[src/rtl/mux_pkg.sv]
// Shared definitions for the mux4 serializer.
//   state_t  : FSM state encoding
//   N_INPUTS : data inputs of the downstream mux4 (bits per word)
//   SEL_W    : width of the mux4 select
package mux_pkg;
  localparam int N_INPUTS = 4;
  localparam int SEL_W    = 2;

  typedef enum logic [1:0] {
    ST_IDLE  = 2'd0,
    ST_SHIFT = 2'd1,
    ST_DONE  = 2'd2
  } state_t;
endpackage

[src/rtl/tick_divider.sv]
// Per-bit hold counter: counts 0..DIV-1 while enabled and wraps to 0
// after the terminal count.
//   clk, rst_n : clock, async active-low reset
//   i_clr      : synchronous clear (wins over i_en)
//   i_en       : advance the count this cycle
//   o_tc       : terminal count (count == DIV-1)
module tick_divider #(
  parameter int DIV = 1
) (
  input  logic clk,
  input  logic rst_n,
  input  logic i_clr,
  input  logic i_en,
  output logic o_tc
);
  logic [7:0] r_count;

  // With DIV=1 this is always true and the count never leaves 0.
  assign o_tc = (r_count == 8'(DIV - 1));

  always_ff @(posedge clk or negedge rst_n) begin
    if (!rst_n)      r_count <= '0;
    else if (i_clr)  r_count <= '0;
    else if (i_en)   r_count <= o_tc ? 8'd0 : r_count + 8'd1;
  end
endmodule

[src/rtl/mux4_serializer.sv]
// Serializes a 4-bit word through an external mux4 by stepping its select
// LSB first, holding each select DIV cycles, and captures the mux output
// back into o_echo for comparison with the sent word.
//   clk, rst_n    : clock, async active-low reset
//   i_valid/i_ready/i_data : upstream word handshake
//   o_word, o_sel : drive the mux4 a[3:0] / s[1:0]
//   y             : mux4 output returned to us
//   o_bit_strobe  : last cycle of each bit (y sampled at its end)
//   o_busy        : serializing
//   o_done        : one-cycle frame-complete pulse, o_echo/o_match valid
//   o_echo        : captured bits, o_match = (o_echo == o_word) during o_done
module mux4_serializer
  import mux_pkg::*;
#(
  parameter int DIV = 1
) (
  input  logic                clk,
  input  logic                rst_n,
  input  logic                i_valid,
  output logic                i_ready,
  input  logic [N_INPUTS-1:0] i_data,
  output logic [N_INPUTS-1:0] o_word,
  output logic [SEL_W-1:0]    o_sel,
  input  logic                y,
  output logic                o_bit_strobe,
  output logic                o_busy,
  output logic                o_done,
  output logic [N_INPUTS-1:0] o_echo,
  output logic                o_match
);
  state_t                r_state;
  logic                  r_armed;   // low until the first edge after reset
  logic [N_INPUTS-1:0]   r_word;
  logic [N_INPUTS-1:0]   r_echo;
  logic [SEL_W-1:0]      r_sel;
  logic                  w_tc;
  logic                  w_accept;
  logic                  w_busy;
  logic                  w_strobe;

  // i_ready stays low through reset and rises on the first edge after it.
  assign i_ready  = (r_state == ST_IDLE) && r_armed;
  assign w_accept = i_ready && i_valid;
  assign w_busy   = (r_state == ST_SHIFT);
  assign w_strobe = w_busy && w_tc;

  tick_divider #(.DIV(DIV)) u_div (
    .clk   (clk),
    .rst_n (rst_n),
    .i_clr (w_accept),
    .i_en  (w_busy),
    .o_tc  (w_tc)
  );

  always_ff @(posedge clk or negedge rst_n) begin
    if (!rst_n) begin
      r_state <= ST_IDLE;
      r_armed <= 1'b0;
      r_word  <= '0;
      r_sel   <= '0;
      r_echo  <= '0;
    end else begin
      r_armed <= 1'b1;
      case (r_state)
        ST_IDLE: begin
          if (w_accept) begin
            r_word  <= i_data;
            r_sel   <= '0;
            r_echo  <= '0;
            r_state <= ST_SHIFT;
          end
        end
        ST_SHIFT: begin
          if (w_strobe) begin
            r_echo[r_sel] <= y;
            if (r_sel == SEL_W'(N_INPUTS - 1)) r_state <= ST_DONE;
            else                               r_sel   <= r_sel + 1'b1;
          end
        end
        ST_DONE:  r_state <= ST_IDLE;
        default:  r_state <= ST_IDLE;
      endcase
    end
  end

  assign o_word       = r_word;
  assign o_sel        = r_sel;
  assign o_echo       = r_echo;
  assign o_busy       = w_busy;
  assign o_bit_strobe = w_strobe;
  assign o_done       = (r_state == ST_DONE);
  assign o_match      = o_done && (r_echo == r_word);
endmodule

[config.mk]
export PLATFORM = sky130hd
export DESIGN_NAME = mux4_serializer
export DESIGN_NICKNAME = d
export VERILOG_FILES = /design/src/rtl/mux_pkg.sv /design/src/rtl/tick_divider.sv /design/src/rtl/mux4_serializer.sv
export SDC_FILE = /design/constraint.sdc
export NUM_CORES = 1
export LEC_CHECK = 0
export ABC_AREA = 0
export CORE_ASPECT_RATIO = 0.6
export CORE_MARGIN = 2
export CORE_UTILIZATION = 33
export DETAILED_ROUTE_END_ITERATION = 8
export PLACE_DENSITY_LB_ADDON = 0.12
export SLEW_MARGIN = 20
export SYNTH_ARGS = -nofsm -noshare
export SYNTH_HDL_FRONTEND = slang
export SYNTH_SLANG_ARGS = --single-unit
[constraint.sdc]
create_clock -name clk -period 1.46 [get_ports clk]
set_clock_uncertainty 0.05 [all_clocks]
set_input_delay 0.146 -clock clk [delete_from_list [all_inputs] [get_ports clk]]
set_output_delay 0.146 -clock clk [all_outputs]
set_load 0.1 [all_outputs]
==> metrics list <==
* Number of pins with negative max-slew slack in the final report: 0
- DRC viols: 0
- In this run the cell area of the synthesized design comes to 1130 µm².
- Clock period minus worst slack: 1690 ps
- The library cells used most frequently in the layout, excluding fill and tap cells, are sky130_fd_sc_hd__buf_4 (27), sky130_fd_sc_hd__buf_12 (16), sky130_fd_sc_hd__dfrtp_1 (11), sky130_fd_sc_hd__buf_6 (11), sky130_fd_sc_hd__dfrtp_2 (8).
* Clock tree from TritonCTS: yes
- For this block, the initial DRC count from the detailed router was 36.
* Final WL: 3520 µm
* Detail Placement HPWL: 2120 µm
- Register clock-pin slew on the reported worst setup and hold paths: 80 ps
- The flow ran to the end, but the final reports show violations.
- Crit path DAT: 1500 ps
- The count of buffers added on input and output ports is 22.
* Maximum fanout along the worst path: 2
* Vias post-DR: 1063
- Violations in the final reports: setup timing
* Leakage component of the power: 0.935 nW
* Share of the clock period used by the worst path after layout: 1.16
- The worst-case IR drop observed on VDD is 1230 µV.
- Clock latency of the later-clocked register in the worst-skew pair: 270 ps
* Global-route congestion overflow total: 0
* Max-cap violations: 0
* Cell chosen for the clock root: sky130_fd_sc_hd__clkbuf_8
* Setup repair after global routing missed its margin: yes
* FF+latch count, synth: 21
* Setup slack, reg-to-reg: -190 ps
- Power Total: 3.73 mW
- Critical path start-end classification: flop to primary output
- First-pass GRT wire length: 5570 µm
* Via-per-instance ratio: 5.01
- Sinks on the clock net: 21
- Post-DRT Antenna Nets: 0
- Nets in the synthesized netlist: 117
- Power density cells: 1780 nW/µm²
- Total track usage: 0.195
- Ratio of cells with drive above 1 in the final layout: 0.581
- Initial antenna violation count: 0
- Final core occ: 0.642
* Deepest clock path buffer count: 2
* Pin count of the biggest net entering global routing: 22
- Chip Height: 49.3 µm
- Routability-driven placement finished with a final weighted congestion of 0.765.
* Overall die area: 3920 µm²
- Number of buffers added by the clock tree synthesis step: 3
- The die is 79.5 µm wide.
- Post-DR wirelength/cell: 16.6 µm
- 0 antenna diodes ended up in the layout.
- Final-layout worst hold slack: 172 ps
* Fraction of the yosys area taken by sequential cells: 0.465
* Layout area overhead: 85.4%
* Hold Path Class: primary input to async pin
* RR Startpoint: u_div.r_count[0]$_DFFE_PN0P_
- The net count of the finished layout is 182.
- In this run the number of H-tree levels came out at 1.
* Core area: 3260 µm²
- In this run the count of I/O pins placed on the die edge is 23.
- In this run the critical register-to-register path is captured at o_sel[1]$_DFFE_PN0P_.
- Worst r2r path cells: 7
* Worst slack, placed: -175 ps
- Synthesis handed over a netlist of 103 instances.
- The final hold violation count was 0.
* Most common cell after layout, fill and taps aside: sky130_fd_sc_hd__buf_4
- Averaged over all synthesized cells, the footprint is 11.0 µm².
- Yosys warning count: 0
- STA classifies the critical path endpoint as a primary output.
- The number of global-route vias before repair was 1088.
- Unique masters post-synth: 35
- Post-CTS Hold Fix Bufs: 0
- Derived from the worst setup path, the maximum achievable clock frequency is 0.591 GHz.
- After floorplanning, the core was divided into 16 placement rows.
* Initial core utilization: 0.346
- Detailed-router iteration count before antenna repair: 4
- Final setup slack of the worst path: -233 ps
- Setup violations remaining at the end of the flow were counted as 23.
- Kind of start point of the critical path: flop
- Data required time at the worst endpoint: 1260 ps
[cell type report]
| type | count | area, µm² |
|---|---|---|
| Timing Repair Buffer | 61 | 717 |
| Tap cell | 45 | 56.3 |
| Fill cell | 251 | 1170 |
| Multi-Input combinational cell | 74 | 699 |
| Clock buffer | 4 | 45.0 |
| Sequential cell | 21 | 543 |
| Inverter | 7 | 33.8 |
[worst max-delay path: stages, from the launching register on]
cell and delay (ps):
sky130_fd_sc_hd__dfrtp_1 410, sky130_fd_sc_hd__inv_2 90, sky130_fd_sc_hd__ha_4 120, sky130_fd_sc_hd__nor3b_4 190, sky130_fd_sc_hd__and3_4 240, sky130_fd_sc_hd__buf_12 170
[cells in the mapped netlist (all sizes together)]
library cell,number,area [µm²]
a32o,1,10.0
a21bo,1,10.0
mux2i,2,20.0
conb,1,3.75
xor2,3,26.3
ha,6,75.1
dfrtp,21,526
a21o,1,7.51
nor4,2,27.5
nand2,5,18.8
buf,2,22.5
a2bb2oi,1,8.76
nor3b,2,20.0
nand3,4,20.0
and4bb,1,12.5
nand2b,4,25.0
nor2b,1,6.26
a31oi,4,25.0
xnor2,3,26.3
mux2,5,56.3
o21ai,4,23.8
and3,4,26.3
inv,7,26.3
a22o,2,17.5
or2,1,6.26
a21oi,6,33.8
nand4,5,31.3
nor2,3,11.3
and2,1,6.26
[report_power, final]
| part | internal, mW | switching [mW] | leakage [nW] |
|---|---|---|---|
| Combinational | 1.07 | 1.22 | 0.669 |
| Sequential | 0.802 | 0.242 | 0.244 |
| Clock | 0.195 | 0.198 | 0.0228 |
[what timing repair did]
action	4_1_cts	5_1_grt
resized for setup	33	6
setup buffers	20	2
endpoints found under the setup margin	23	24
pin swaps	12	7
gates cloned	1	0
[registers in the layout, indices dropped and copies added (netlist names)]
signal         flops
r_state            2
o_sel              2
o_word             4
o_echo             4
r_armed            1
u_div.r_count      8
[kinds of logic after synthesis]
logic type | count (synthesis) | share of synthesized area
adder cells (fa/ha/maj) | 6 | 0.0664
AO/OA/AOI/OAI | 20 | 0.121
XOR/XNOR | 6 | 0.0465
flip-flops | 21 | 0.465
multiplexers | 7 | 0.0675
buffers and inverters | 9 | 0.0432
AND/OR/NAND/NOR | 33 | 0.187
other | 1 | 0.00332
[stage by stage]
stage	instance area (µm²)	std cells	setup TNS, ps
4_1_cts	2070	211	-2450
6_report	2090	212	-2990
2_1_floorplan	1200	103	-2500
5_1_grt	2090	212	-4060
3_5_place_dp	1770	190	-1940
3_3_place_gp	1770	190	-1290
[metal layers]
| metal | vias to the layer above | global-route usage | wire (µm) |
|---|---|---|---|
| met5 | - | 0 | 0 |
| met3 | 4 | 0.0463 | 155 |
| met2 | 21 | 0.289 | 1590 |
| met4 | 0 | 0.0603 | 46 |
| li1 | 499 | - | - |
| met1 | 539 | 0.281 | 1730 |
[worst max-delay path by stage]
stage	start	end	slack, ps
final	u_div.r_count[0]$_DFFE_PN0P_	o_bit_strobe	-230
after CTS	u_div.r_count[0]$_DFFE_PN0P_	o_bit_strobe	-220
after floorplan	r_state[0]$_DFFE_PN0P_	o_match	-890
after global routing	u_div.r_count[0]$_DFFE_PN0P_	o_bit_strobe	-270
after global placement	i_valid	u_div.r_count[0]$_DFFE_PN0P_	-110
after detailed placement	u_div.r_count[0]$_DFFE_PN0P_	u_div.r_count[0]$_DFFE_PN0P_	-180
Power figures use the tool's default switching activity.
